===== config.mk =====
export PLATFORM = sky130hd
export DESIGN_NAME = flash_arbiter
export DESIGN_NICKNAME = d
export VERILOG_FILES = /design/src/rtl/flash_ctrl_pkg.sv /design/src/rtl/rr_arbiter2.sv /design/src/rtl/flash_arbiter.sv
export SDC_FILE = /design/constraint.sdc
export NUM_CORES = 1
export LEC_CHECK = 0
export ABC_CLOCK_PERIOD_IN_PS = 2800
export BUFFER_PORTS_ARGS = -buffer_cell sky130_fd_sc_hd__buf_2
export CORE_AREA = 2 2 104 106
export CTS_BUF_LIST = sky130_fd_sc_hd__clkbuf_4
export DETAILED_ROUTE_END_ITERATION = 10
export DIE_AREA = 0 0 106 108
export PLACE_DENSITY_LB_ADDON = 0.25
export SLEW_MARGIN = 20
export SYNTH_ARGS = -nofsm -noshare
export SYNTH_HDL_FRONTEND = slang
export SYNTH_SLANG_ARGS = --single-unit

===== constraint.sdc =====
create_clock -name clk -period 2.8 [get_ports clk]
set_clock_uncertainty 0.2 [all_clocks]
set_input_delay 0.84 -clock clk [delete_from_list [all_inputs] [get_ports clk]]
set_output_delay 0.84 -clock clk [all_outputs]
set_load 0.05 [all_outputs]

===== src/rtl/flash_ctrl_pkg.sv =====
// Shared types and helpers for the flash access controller.
//   port_id_t  : identifies the requesting port (fetch or data)
//   rsp_reg_t  : response pipeline register captured at grant time
//   addr_legal : word-aligned and inside the flash window
package flash_ctrl_pkg;

  localparam int FLASH_ADDR_BITS_DEFAULT = 14;

  typedef enum logic {
    PORT_FETCH = 1'b0,
    PORT_DATA  = 1'b1
  } port_id_t;

  typedef struct packed {
    logic     valid;
    port_id_t port;
    logic     is_write;
    logic     err;
  } rsp_reg_t;

  function automatic logic addr_legal(input logic [31:0] addr, input int abits);
    logic [31:0] hi;
    hi = addr >> abits;
    return (hi == 32'd0) && (addr[1:0] == 2'b00);
  endfunction

endpackage


===== src/rtl/rr_arbiter2.sv =====
// Two-requester round-robin arbiter.
// Ports:
//   clk, rst : clock, asynchronous active-high reset
//   req[1:0] : request vector (bit 0 = fetch, bit 1 = data)
//   gnt[1:0] : one-hot grant, combinational in the request cycle
// On a tie the requester not granted most recently wins. After reset the
// history says DATA, so fetch takes the first tie.
module rr_arbiter2
  import flash_ctrl_pkg::*;
(
  input  logic       clk,
  input  logic       rst,
  input  logic [1:0] req,
  output logic [1:0] gnt
);

  port_id_t last_grant;

  // Grants are held off while reset is asserted so nothing reaches the
  // flash (in particular no write) during reset.
  always_comb begin
    gnt = 2'b00;
    if (!rst) begin
      case (req)
        2'b01:   gnt = 2'b01;
        2'b10:   gnt = 2'b10;
        2'b11:   gnt = (last_grant == PORT_DATA) ? 2'b01 : 2'b10;
        default: gnt = 2'b00;
      endcase
    end
  end

  always_ff @(posedge clk or posedge rst) begin
    if (rst) begin
      last_grant <= PORT_DATA;
    end else if (gnt[0]) begin
      last_grant <= PORT_FETCH;
    end else if (gnt[1]) begin
      last_grant <= PORT_DATA;
    end
  end

endmodule


===== src/rtl/flash_arbiter.sv =====
// Shares the single-port flash between instruction fetch (read-only) and
// the data path (read/write). One access per cycle, response one cycle
// after grant to match the flash's registered read.
// Ports:
//   i_req/i_addr -> i_gnt, i_rvalid/i_rdata/i_err        fetch port
//   d_req/d_we/d_addr/d_wdata -> d_gnt, d_rvalid/...     data port
//   write_lock                                           blocks flash writes
//   f_addr/f_wdata/f_we -> flash, f_rdata <- flash       flash macro side
module flash_arbiter
  import flash_ctrl_pkg::*;
#(
  parameter int FLASH_ADDR_BITS = FLASH_ADDR_BITS_DEFAULT
) (
  input  logic        clk,
  input  logic        rst,
  input  logic        i_req,
  input  logic [31:0] i_addr,
  output logic        i_gnt,
  output logic        i_rvalid,
  output logic [31:0] i_rdata,
  output logic        i_err,
  input  logic        d_req,
  input  logic        d_we,
  input  logic [31:0] d_addr,
  input  logic [31:0] d_wdata,
  output logic        d_gnt,
  output logic        d_rvalid,
  output logic [31:0] d_rdata,
  output logic        d_err,
  input  logic        write_lock,
  output logic [31:0] f_addr,
  output logic [31:0] f_wdata,
  output logic        f_we,
  input  logic [31:0] f_rdata
);

  logic [1:0] req;
  logic [1:0] gnt;
  logic       i_legal;
  logic       d_legal;
  rsp_reg_t   rsp_d;
  rsp_reg_t   rsp_q;
  logic       rdata_ok;

  assign req = {d_req, i_req};

  rr_arbiter2 u_arb (
    .clk (clk),
    .rst (rst),
    .req (req),
    .gnt (gnt)
  );

  assign i_gnt = gnt[0];
  assign d_gnt = gnt[1];

  // A locked write is treated like an illegal address: granted, not written.
  assign i_legal = addr_legal(i_addr, FLASH_ADDR_BITS);
  assign d_legal = addr_legal(d_addr, FLASH_ADDR_BITS) && !(d_we && write_lock);

  always_comb begin
    f_addr  = 32'd0;
    f_wdata = 32'd0;
    f_we    = 1'b0;
    if (i_gnt) begin
      f_addr = i_addr;
    end else if (d_gnt) begin
      f_addr  = d_addr;
      f_wdata = d_wdata;
      f_we    = d_we & d_legal;
    end
  end

  always_comb begin
    rsp_d          = '0;
    rsp_d.valid    = i_gnt | d_gnt;
    rsp_d.port     = d_gnt ? PORT_DATA : PORT_FETCH;
    rsp_d.is_write = d_gnt & d_we;
    rsp_d.err      = d_gnt ? !d_legal : (i_gnt & !i_legal);
  end

  always_ff @(posedge clk or posedge rst) begin
    if (rst) begin
      rsp_q <= '0;
    end else begin
      rsp_q <= rsp_d;
    end
  end

  // Flash data is only forwarded for a legal read; writes and errors return 0.
  assign rdata_ok = rsp_q.valid & !rsp_q.is_write & !rsp_q.err;

  assign i_rvalid = rsp_q.valid & (rsp_q.port == PORT_FETCH);
  assign d_rvalid = rsp_q.valid & (rsp_q.port == PORT_DATA);
  assign i_rdata  = (i_rvalid && rdata_ok) ? f_rdata : 32'd0;
  assign d_rdata  = (d_rvalid && rdata_ok) ? f_rdata : 32'd0;
  assign i_err    = i_rvalid & rsp_q.err;
  assign d_err    = d_rvalid & rsp_q.err;

endmodule

Yosys cells after proc, flatten, opt, wreduce, memory -nomap -nowiden
Cells that the tools add are included.
{"block": "word_totals", "ff_bits": 5, "in_bits": 134, "output_inout_bits": 135}
{"block": "classes", "n_eq_ne": 3, "muxes": 15, "bitwise_logic": 11, "reduce_logical": 16}
{"cell": "32-bit 2-to-1 mux", "count": 6}
{"cell": "32-bit zero test", "count": 2}
{"cell": "1-bit AND", "count": 9}
{"cell": "1-bit logical AND", "count": 6}
{"cell": "1-bit 2-to-1 mux", "count": 6}
{"cell": "2-bit case mux with 3 select lines", "count": 1}
{"cell": "1-bit zero test", "count": 5}
{"cell": "2-bit equality test, second input constant", "count": 2}
{"cell": "2-bit zero test", "count": 2}
{"cell": "2-bit 2-to-1 mux", "count": 2}
{"cell": "2-bit by 1-bit equality test with 1-bit output, second input constant", "count": 1}
{"cell": "2-bit nonzero test", "count": 1}
{"cell": "1-bit inverter", "count": 1}
{"cell": "1-bit bitwise OR", "count": 1}

Logic depth before layout (Yosys ltp)
{"block": "logic_depth", "ltp_word": 6, "ltp_mapped": 5, "ltp_nobuf": 4}

By module
A second synthesis with hierarchy kept.
{"block": "unflattened", "hier_cells": 186, "area_unflattened_um2": 1320.0}
{"mod": "flash_arbiter", "n_inst": 1, "cells_per_inst": 178, "area_per_inst_um2": 1248.7, "seq_area_each_um2": 100.1}
{"mod": "rr_arbiter2", "n_inst": 1, "cells_per_inst": 8, "area_per_inst_um2": 71.3, "seq_area_each_um2": 26.3}

Worst setup path before layout
No wires, ideal clock.
{"block": "synth_path", "path_type": "input to output", "from": "input port rst", "to": "output port f_wdata[22]", "arrival_time_ns": 2.265, "required_ns": 1.760, "path_slack_ns": -0.505, "cell_stages": 4, "path_buffers": 1, "path_cell_list": "nand2b_1 -> a21oi_2 -> clkbuf_1 -> and2_1"}
{"block": "synth_between", "elab_chain_len": 3}
{"element": "from (decl)", "line": "flash_arbiter.sv:15", "text": "input logic rst,"}
{"element": "2-bit 2-to-1 mux", "line": "rr_arbiter2.sv:23", "text": "if (!rst) begin"}
{"element": "named net d_gnt", "line": "flash_arbiter.sv:26", "text": "output logic d_gnt,"}
{"element": "32-bit 2-to-1 mux", "line": "flash_arbiter.sv:67", "text": "end else if (d_gnt) begin"}
{"element": "32-bit 2-to-1 mux", "line": "flash_arbiter.sv:65", "text": "if (i_gnt) begin"}
{"element": "to (decl)", "line": "flash_arbiter.sv:32", "text": "output logic [31:0] f_wdata,"}
The timed path passes the listed nets, and every way through them passes these cells.

Final worst setup path
{"block": "layout_path", "from": "input port rst", "to": "output port f_addr[14]"}
{"block": "layout_between", "elab_chain_len": 3}
{"element": "2-bit 2-to-1 mux *", "line": "rr_arbiter2.sv:23"}
{"element": "32-bit 2-to-1 mux", "line": "flash_arbiter.sv:67"}
{"element": "32-bit 2-to-1 mux *", "line": "flash_arbiter.sv:65"}
{"element": "to (decl)", "line": "flash_arbiter.sv:31", "text": "output logic [31:0] f_addr,"}
Mark *: on every way between the ends. The rest lies on a longest branch, timed or not.

==> reports/results.ini <==
[status]
status = complete, but fails checks
violations = negative setup slack

[sta]
fin_setup_tns_ns = -8.07
setup_violations = 65
rsz0062_at_grt = yes
min_period_ns = 3.05
max-slew-margin-rel_pct = 76.9
finalCritPeriodShare_pct = 109
fmax_mhz = 327
tightest_slew_ns = 0.343
slew_viol_final = 0
setup_ws_ns = -0.254
hold_violations = 0

[clock_tree]
cts.clk_slew.worst_paths_ns = 0.05
clock_path_buffers = 2
cts_tree = built
numCtsBuffers = 3
clock-root-buffer = clkbuf_4
h-tree-depth = 1
clock_sink_count = 5
clk_latency_ns = 0.24

[floorplanning]
std_cell_rows = 37
die_h_um = 108
die_w_um = 106
initial_utilization_pct = 12.8
design.core.area_mm2 = 0.0102
io_pins = 269
dieArea_mm2 = 0.0114

[place]
gp_congestion = 0.747
dp_hpwl_mm = 6.82
io_buffers = 268

[synthesis]
synth_most_common_cell = and2_1
ys_top_cells_by_area = and2_1, a22o_1, dfrtp_1
synth-edff-count = 0
synth-xor-area-share_pct = 0
syn-cell-area_mm2 = 0.00131
synth.top_cell.area_share_pct = 47.7
postSynthCellCount = 184
yosysTopAreaCell = and2_1
yosys.area_share.simple_pct = 58.8
synth_top_family_by_area = simple AND/OR/NAND/NOR gates
ys.flop_type = dfrtp_1
synth.avg_cell_area_um2 = 7.13
ys_seq_elements = 5
syn_nets = 318
yosys_warnings = 0
async_flop_share_pct = 100
synth_compound_area_share_pct = 24.9
ys_seq_area_share_pct = 9.64
synth-adder-area-share_pct = 0
synth_common_cells = and2_1, a22o_1, clkbuf_1, nor4_1
yosysUniqueCellTypes = 22
synthMuxAreaShare_pct = 0

[run]
maxCapViolCount = 0

[power_and_ir_drop]
swShare_pct = 48.6
ir_worst_vdd_uv = 110
leakage_nw = 2.56
p_per_area_mw_per_mm2 = 268
p_int_w = 0.000665
switchingPower_w = 0.000628
comb_power_share_pct = 85.9
total_power_w = 0.00129
p_seq_share_pct = 7.0
pwr-share-clk_pct = 7.1

[global_route]
grt_first_pass_wirelength_mm = 15.0
grtUsageTotal_pct = 16.6
grt_overflow = 0
grt_max_degree = 33
antenna_found_initial = 0
first_global_vias = 2888

[setup_path]
critical_path.most_common_cell = buf_12
cp-end-kind = output port
slowest_stage = a21oi_4
cp-start-kind = input pin
required_ns = 1.76
critical-path-top-delay-family = buffers and inverters
crit_chain = buf_8 > nand2b_4 > a21oi_4 > buf_12 > buf_12 > buf_12 > clkbuf_16 > a22o_4 > buf_8
slowest_delay_ns = 0.16
crit_start = rst
crit_fanout = 7
worstSetupPathType = in -> out
regToRegStartpoint = u_arb.last_grant
path_buf_inv = 6
cp.arrival_ns = 2.01

[route]
vias_per_cell = 4.23
drtIter0Drc = 104
wl_mm = 10.3
wl_met1_mm = 3.43
route.detailed.drc = 0
vias = 2638
antenna_left = 0
wire_per_inst_um = 16.5
dr.max_layer_used = met4
detail_route.first_pass.iterations = 4
wl_met3_um = 995
wl_met2_mm = 5.70

[hold_path]
holdCritPathClass = reg -> reg
hp-start = u_arb.last_grant

[layout]
antenna_cells = 0
finalNetCount = 622
synthToLayoutAreaGrowth_pct = 269
final_util_pct = 47.3
final_layout_size_suffix_gt1_share_pct = 87.1

[per-layer routing]
layer	GRT usage [%]	vias up
li1	-	1246
met1	16.9	1209
met2	33.0	169
met3	5.00	14
met4	4.14	0
met5	0	-
[flip-flops by register name (all words and copies together), names as in the netlist]
register / flops
rsp_q: 4
u_arb.last_grant: 1
[through the flow]
stage	area (um2)	setup WS [ns]	std cells	hold WS (ns)
after floorplan	1490	-0.0973	184	0.279
after global placement	3170	-0.444	589	0.310
after detailed placement	3170	-0.502	589	0.321
after CTS	4790	-0.289	626	0.316
after global routing	4840	-0.307	623	0.399
final	4840	-0.254	623	0.319
[layout by cell type, fill, tap and decap left out]
master / netlist / final
a211oi_4: 0 / 1
a21oi_4: 0 / 2
a22o_1: 31 / 3
a22o_4: 0 / 29
and2_1: 100 / 37
and2_2: 0 / 30
and2_4: 0 / 33
and2b_1: 1 / 1
and3_1: 1 / 1
buf_12: 0 / 25
buf_16: 0 / 6
buf_2: 4 / 168
buf_4: 3 / 16
buf_6: 0 / 15
buf_8: 0 / 65
clkbuf_16: 0 / 1
clkbuf_4: 0 / 23
dfrtp_1: 4 / 4
dfstp_2: 1 / 1
inv_1: 3 / 3
nand2_1: 2 / 2
nand2b_4: 0 / 2
nand3_1: 1 / 1
nand4_1: 1 / 1
nor2_1: 2 / 2
nor3b_2: 2 / 2
nor4_1: 9 / 5
nor4_2: 0 / 1
nor4_4: 0 / 3
o21ai_0: 3 / 3
or4_4: 1 / 1
[worst reg2reg max path: cells and delay by family, from the launching register on]
| kind | cells | cell delay (ns) |
|---|---|---|
| DFF | 1 | 0.58 |
| buffers and inverters | 5 | 0.61 |
| AOI/OAI and AO/OA | 3 | 0.41 |
[cell families after synthesis]
kind of cell / Yosys count
compound gates: 38
simple gates: 122
flops: 5
buf+inv: 19
[area by class of cell]
class	instances	area, um2
clock buffers	4	30.0
fillers	925	5400
inverters	3	11.3
multi-input cells	160	1560
flip-flops and latches	5	126
well taps	136	170
repair buffers	315	2940
[power by group through the flow]
stage               clock (W)  combinational [W]  sequential (W)
global route         0.000102            0.00116       0.0000912
finish              0.0000922            0.00111       0.0000899
detailed placement          0           0.000752       0.0000905
floorplan                   0           0.000501       0.0000880
global placement            0           0.000748       0.0000904
CTS                 0.0000952            0.00111       0.0000897
[path summary, 6_finish.rpt]
kind	endpoint	slack, ns	depth (start not counted)
setup / recovery	f_addr[14]	-0.25	9
hold / removal	u_arb.last_grant	0.32	2
setup reg to reg	rsp_q[0]	0.94	8
hold reg to reg	u_arb.last_grant	0.32	2
max in group asynchronous	u_arb.last_grant	1.75	3
min in group asynchronous	rsp_q[1]	0.41	3
[timing repair]
item / CTS / global route
gates cloned: 14 / 1
setup buffers: 19 / 6
gates resized for setup: 273 / 54
hold buffers: 0 / 0
pin swaps: 51 / 24
setup endpoints to repair: 67 / 86
(Power assumes the default switching activity.)
